## src/rtl/serial_add_ctrl.sv

```systemverilog
// Bit-serial adder controller: one full adder, LSB first, IDLE/RUN/DONE FSM.
// Computes {cout,sum} = a + b + cin in WIDTH cycles of busy.
module fulladder (
    input  logic A,
    input  logic B,
    input  logic Cin,
    output logic S,
    output logic Cout
);
    assign S    = A ^ B ^ Cin;
    assign Cout = (A & B) | (Cin & (A ^ B));
endmodule

module serial_add_ctrl #(
    parameter int WIDTH = 8
) (
    input  logic             clk,
    input  logic             rst,
    input  logic             start,
    input  logic [WIDTH-1:0] a,
    input  logic [WIDTH-1:0] b,
    input  logic             cin,
    output logic             busy,
    output logic             done,
    output logic [WIDTH-1:0] sum,
    output logic             cout
);
    localparam int CW = $clog2(WIDTH) + 1;

    typedef enum logic [1:0] {
        IDLE,
        RUN,
        DONE
    } state_t;

    state_t           state;
    state_t           state_nxt;
    logic [WIDTH-1:0] op_a;
    logic [WIDTH-1:0] op_b;
    logic [WIDTH-1:0] bit_mask;
    logic [CW-1:0]    cnt;
    logic             carry;
    logic             a_bit;
    logic             b_bit;
    logic             fa_s;
    logic             fa_c;
    logic             accept;
    logic             last;

    assign accept   = start && (state != RUN);
    assign last     = (cnt == CW'(WIDTH - 1));
    assign bit_mask = WIDTH'(1) << cnt;
    assign a_bit    = |(op_a & bit_mask);
    assign b_bit    = |(op_b & bit_mask);

    fulladder u_fa (
        .A    (a_bit),
        .B    (b_bit),
        .Cin  (carry),
        .S    (fa_s),
        .Cout (fa_c)
    );

    always_ff @(posedge clk) begin
        if (rst)
            state <= IDLE;
        else
            state <= state_nxt;
    end

    always_comb begin
        state_nxt = state;
        unique case (state)
            IDLE:    if (start) state_nxt = RUN;
            RUN:     if (last) state_nxt = DONE;
            DONE:    state_nxt = start ? RUN : IDLE;
            default: state_nxt = IDLE;
        endcase
    end

    always_comb begin
        busy = (state == RUN);
        done = (state == DONE);
    end

    // sum is cleared on accept, so OR-ing each new bit in is enough
    always_ff @(posedge clk) begin
        if (rst) begin
            op_a  <= '0;
            op_b  <= '0;
            carry <= 1'b0;
            cnt   <= '0;
            sum   <= '0;
            cout  <= 1'b0;
        end else if (accept) begin
            op_a  <= a;
            op_b  <= b;
            carry <= cin;
            cnt   <= '0;
            sum   <= '0;
        end else if (state == RUN) begin
            sum   <= sum | bit_mask & {WIDTH{fa_s}};
            carry <= fa_c;
            cnt   <= cnt + CW'(1);
            if (last)
                cout <= fa_c;
        end
    end
endmodule

```

## config.mk

```make
export PLATFORM = sky130hd
export DESIGN_NAME = serial_add_ctrl
export DESIGN_NICKNAME = d
export VERILOG_FILES = /design/src/rtl/serial_add_ctrl.sv
export SDC_FILE = /design/constraint.sdc
export NUM_CORES = 1
export LEC_CHECK = 0
export CORE_MARGIN = 8
export CORE_UTILIZATION = 44
export DETAILED_ROUTE_END_ITERATION = 8
export PLACE_DENSITY_LB_ADDON = 0.12
export SETUP_SLACK_MARGIN = 0.05
export SLEW_MARGIN = 40
export SYNTH_ARGS = -nofsm -noshare
export SYNTH_HDL_FRONTEND = slang
export SYNTH_SLANG_ARGS = --single-unit
export TNS_END_PERCENT = 100
```

## constraint.sdc

```tcl
create_clock -name clk -period 2.2 [get_ports clk]
set_input_delay 0.22 -clock clk [delete_from_list [all_inputs] [get_ports clk]]
set_output_delay 0.22 -clock clk [all_outputs]
set_load 0.02 [all_outputs]
```

==> flow_summary.yaml, run 1 <==
placement:
  place_hpwl_mm: 2.590
  portBuffers: 30
  place.gp.congestion: 0.9185
  pre_cts_slack_ns: -0.1163
detailed_routing:
  final_antenna_net_count: 0
  wl_per_cell_um: 14.37
  initialDrtViolationCount: 99
  drt-total-wl_mm: 3.579
  first_pass_iters: 4
  viasPerCell: 5.269
  num_vias: 1312
  route.detailed.drc: 0
logic_synthesis:
  yosysWarnings: 0
  synth_edf_count: 0
  syn-num-nets: 191
  synthArstFlopShare_pct: 0
  avgSynthCellArea_um2: 8.545
  syn_area_um2: 1401
  ys.flop_type: "dfxtp_1"
  synth_top_area_share_pct: 45.71
  synth_top_cell_by_area: "dfxtp_1"
  yosys-top-cells-area: "dfxtp_1, a21oi_1, nand3_1"
  ys_types: 29
  synth_seq_cells: 32
  seq_area_frac_synth_pct: 45.71
  synth_common_cells: "dfxtp_1, a21oi_1, nand3_1, o21ai_0, nor2_1"
  yosysMostFrequentCell: "dfxtp_1"
  synth_cells: 164
clocking:
  cts_buffers: 5
  cts_buffer_depth: 2
  clk_pin_slew_ns: 0.09
  clk_latency_ns: 0.33
  cts-root-buf: "clkbuf_4"
  tritoncts: "done"
  numClockSinks: 32
  h-tree-depth: 2
grt:
  grt_pass1_vias: 1261
  grt_use_total_pct: 14.40
  use_met1_pct: 16.01
  grt_antenna_before_repair: 0
  grt_pass1_wl_mm: 5.892
  use_met2_pct: 23.67
  busiest_layer: "met2"
  grt_max_degree: 27
  gr-total-overflow: 0
  grtUsageMet3_pct: 4.683
sta:
  rsz0062_at_grt: "true"
  worst_clock_skew_ns: 0.003525
  fin_crit_ns: 2.311
  drv_slew: 0
  report.final.hold_viol_count: 0
  fin_ws_ns: -0.1107
  holdWs_ns: 0.4414
  fmax_mhz: 432.8
  tightest_slew_ns: 0.4094
  fin_crit_sh_pct: 105.0
  slew-limit-headroom_pct: 72.70
  setup_viol: 8
die:
  die_x_um: 72.44
  start_util_pct: 45.90
  ios: 31
  dieArea_um2: 5247
  row_count: 20
  fp.dieH_um: 72.44
  core_um2: 3053
cells_and_area:
  antenna_cells: 0
  syn_to_final_growth_pct: 41.88
  fillerInstances: 268
  final_nets: 231
  drive_gt1_share_pct: 18.54
setup_path:
  crit_path_end_kind: "flop"
  crit_slowest_cell: "fa_1"
  cp_max_fo: 8
  crit_required_ns: 2.41
  slowest_delay_ns: 0.43
  path_common_cell: "ha_4"
  path_cells: "ha_4 -> ha_4 -> a222oi_1 -> a21oi_1 -> fa_1 -> nor4bb_4 -> buf_4 -> a31oi_1 -> nor2_1"
  arrival_ns: 2.52
  start_kind: "flop"
  path_class: "reg2reg"
run_status:
  violations: "setup timing"
  status: "finished with violations"
hold_path:
  hp-class: "in2reg"
power:
  max-vdd-ir-drop_mv: 0.3790
  p_leak_nw: 0.7133
  p_per_area_nw_per_um2: 589.5
flow_run:
  max_cap_violations: 0
-- routing by layer --
metal  vias up  wire (um)
li1        670          -
met2        27       1701
met3         8        164
met5         -          0
met4         0         74
met1       607       1639
-- flip-flops by register name, summed over array words and instances, names as in the netlist --
name / cells
op_b: 8
state: 2
carry: 1
op_a: 8
cout: 1
sum: 8
cnt: 4
-- cell usage in the layout, fill, tap and decap left out, types with 6 or more instances in the layout --
cell type        instances
buf_4                   16
clkdlybuf4s50_1         30
a31oi_1                  6
o21ai_0                 17
nand3_1                 19
a21oi_1                 24
nor2_1                  11
dfxtp_1                 29
-- final timing paths --
check	slack [ns]	depth (start not counted)	start	end
worst max-delay path	-0.11	9	cnt[1]	sum[1]
worst min-delay path	0.44	3	b[4]	op_b[4]
worst max register to register	-0.11	9	cnt[1]	sum[1]
worst min register to register	0.48	2	cout	cout
-- where the power goes --
group          total [mW]  switching (mW)  internal (mW)
Combinational       0.201          0.0965          0.105
Clock               0.349           0.191          0.158
Sequential          0.622          0.0189          0.603
Total                1.17           0.307          0.865
-- per-stage QoR --
step | area [um^2] | power [mW] | setup TNS (ns) | utilization [%] | cells
2_1_floorplan | 1426 | 0.7401 | 0 | - | 164
3_3_place_gp | 1833 | 0.8165 | -0.8818 | 60.04 | 240
3_5_place_dp | 1833 | 0.8211 | -0.8337 | 60.04 | 240
4_1_cts | 1958 | 1.171 | -0.7804 | 64.14 | 249
5_1_grt | 1988 | 1.236 | -1.764 | 65.12 | 249
6_report | 1988 | 1.172 | -0.7597 | 65.12 | 249
-- kinds of logic (layout without fill, tap and decap cells) --
logic type / Yosys count / count (layout) / synth area share (%)
AO/OA/AOI/OAI: 61 / 61 / 25.27
adder cells (fa/ha/maj): 7 / 7 / 6.786
buffers and inverters: 21 / 62 / 6.607
multiplexers: 2 / 2 / 1.518
AND/OR/NAND/NOR: 41 / 41 / 14.11
flip-flops: 32 / 32 / 45.71
-- final cells by class --
type | count | area, um^2 | area share, %
multi-input cells | 111 | 762.0 | 38.33
flip-flops and latches | 32 | 649.4 | 32.66
repair buffers | 47 | 431.7 | 21.71
clock buffers | 8 | 58.81 | 2.958
well taps | 44 | 55.05 | 2.769
inverters | 7 | 31.28 | 1.573
-- timing repair --
action / 4_1_cts / 5_1_grt
setup endpoints to repair: 9 / 9
gates resized for setup: 12 / 5
pin swaps: 10 / 2
buffers inserted: 1 / 1
hold buffers: 0 / 0
-- critical path, delay by kind of cell (launching register included) --
family / cells / cell delay (ns)
and+or+nand+nor: 2 / 0.21
adders and majority gates: 3 / 0.77
DFF: 1 / 0.39
buffers and inverters: 1 / 0.17
AOI/OAI and AO/OA: 3 / 0.64
No activity file was read; power rests on OpenSTA's default activity.
==> run 2, diff against run 1 <==
--- a/config.mk
+++ b/config.mk
@@ -8,7 +8,7 @@
 export CORE_MARGIN = 8
 export CORE_UTILIZATION = 44
 export DETAILED_ROUTE_END_ITERATION = 8
-export PLACE_DENSITY_LB_ADDON = 0.12
+export PLACE_DENSITY_LB_ADDON = 0.2
 export SETUP_SLACK_MARGIN = 0.05
 export SLEW_MARGIN = 40
 export SYNTH_ARGS = -nofsm -noshare
==> flow_summary.yaml, run 2 (synthesis gave the netlist of run 1 again) <==
grt:
  grt_use_total_pct: 15.52
  gr-total-overflow: 0
  grt_max_degree: 27
  grt_pass1_vias: 1366
  grt_antenna_before_repair: 0
  grt_pass1_wl_mm: 6.417
sta:
  rsz0062_at_grt: "true"
  slew-limit-headroom_pct: 73.65
  tightest_slew_ns: 0.3952
  fin_crit_sh_pct: 104.9
  fmax_mhz: 433.2
  report.final.hold_viol_count: 0
  fin_crit_ns: 2.309
  setup_viol: 8
  setup-tns-final_ns: -0.7495
  fin_ws_ns: -0.1086
  worst_clock_skew_ns: 0.002646
  drv_slew: 0
die:
  row_count: 20
  start_util_pct: 45.90
  fp.dieH_um: 72.44
  ios: 31
  core_um2: 3053
  die_x_um: 72.44
  dieArea_um2: 5247
run_status:
  status: "finished with violations"
  violations: "setup timing"
cells_and_area:
  final_nets: 232
  mostFrequentLayoutCells: "dfxtp_1, clkdlybuf4s50_1, a21oi_1"
  regArea_um2: 648.1
  drive_gt1_share_pct: 19.42
  antenna_cells: 0
  stdcell_count: 250
  multi_input_area_um2: 750.7
  syn_to_final_growth_pct: 41.96
  top_regs: "op_a x8, op_b x8, sum x8"
  fin_util_pct: 65.16
  fillerInstances: 272
setup_path:
  crit_path_end_kind: "flop"
  cp_max_fo: 8
  crit_required_ns: 2.47
  start_kind: "flop"
  path_class: "reg2reg"
  slowest_delay_ns: 0.52
  crit_slowest_cell: "fa_1"
  arrival_ns: 2.58
  path_cells: "inv_6 -> ha_4 -> a221o_1 -> o21ai_2 -> a41oi_2 -> fa_1 -> nor4bb_4 -> buf_6 -> a31oi_1 -> nor2_1"
detailed_routing:
  viasPerCell: 5.480
  top_layer: "met4"
  drt-met1-wl_mm: 1.612
  route.met3.wl_um: 177
  final_antenna_net_count: 0
  first_pass_iters: 4
  drt-total-wl_mm: 3.757
  route.detailed.drc: 0
  met2WireLength_mm: 1.905
  num_vias: 1370
  initialDrtViolationCount: 104
  wl_per_cell_um: 15.03
clocking:
  numClockSinks: 32
  h-tree-depth: 2
  clk_latency_ns: 0.33
  cts_buffer_depth: 2
  clk_pin_slew_ns: 0.09
  cts-root-buf: "clkbuf_4"
  holdBufCountCts: 0
  tritoncts: "done"
  cts_buffers: 5
hold_path:
  hp-class: "in2reg"
placement:
  place_hpwl_mm: 2.748
  portBuffers: 30
  dp_cells: 240
  place.gp.congestion: 0.9160
power:
  p_leak_nw: 0.7189
  max-vdd-ir-drop_mv: 0.3629
  p_per_area_nw_per_um2: 591.5
flow_run:
  max_cap_violations: 0
run 2: critical path: cells and delay by family, from the launching register on:
kind                     cells  cell delay [ns]
adder cells (fa/ha/maj)      2             0.69
AND/OR/NAND/NOR              2             0.29
AO/OA/AOI/OAI                4             0.62
flip-flops                   1             0.41
buffers and inverters        2             0.21
run 2: path summary, 6_finish.rpt:
| check | slack [ns] | to | cells after the start | from |
|---|---|---|---|---|
| setup / recovery | -0.11 | sum[1] | 10 | cnt[0] |
| hold / removal | 0.44 | op_a[1] | 3 | a[1] |
| setup reg to reg | -0.11 | sum[1] | 10 | cnt[0] |
| hold reg to reg | 0.47 | sum[3] | 2 | sum[3] |
run 2: repair_timing:
| item | 4_1_cts | 5_1_grt |
|---|---|---|
| pin swaps | 6 | 5 |
| setup buffers | 1 | 2 |
| setup endpoints to repair | 9 | 9 |
| cloned | 0 | 0 |
| resized for setup | 10 | 8 |
run 2: layout make-up:
| class | count | area share [%] |
|---|---|---|
| clock buffer | 8 | 2.956 |
| inverter | 7 | 1.698 |
| multi-input combinational | 111 | 37.74 |
| sequential | 32 | 32.58 |
| tap | 44 | 2.767 |
| timing repair buffer | 48 | 22.26 |
run 2: stage by stage:
step	hold slack, ns	setup slack, ns	power [mW]	area (um^2)
final	0.4403	-0.1086	1.177	1989
after global routing	0.4467	-0.2358	1.234	1989
after CTS	0.4291	-0.1536	1.171	1937
after detailed placement	0.4551	-0.1512	0.8215	1833
after global placement	0.4525	-0.1255	0.8152	1833
after floorplan	0.3677	0.008108	0.7401	1426
run 2: where the power goes:
part	total (mW)	leakage (nW)	internal (mW)	switching, mW
logic	0.206	0.424	0.107	0.0992
registers	0.622	0.263	0.603	0.0193
clock network	0.349	0.0326	0.158	0.191
run 2: layer usage:
metal / vias to the layer above / GRT usage [%]
met2: 34 / 26.28
met5: - / 0
met4: 0 / 6.667
met1: 655 / 17.55
li1: 674 / -
met3: 7 / 4.683
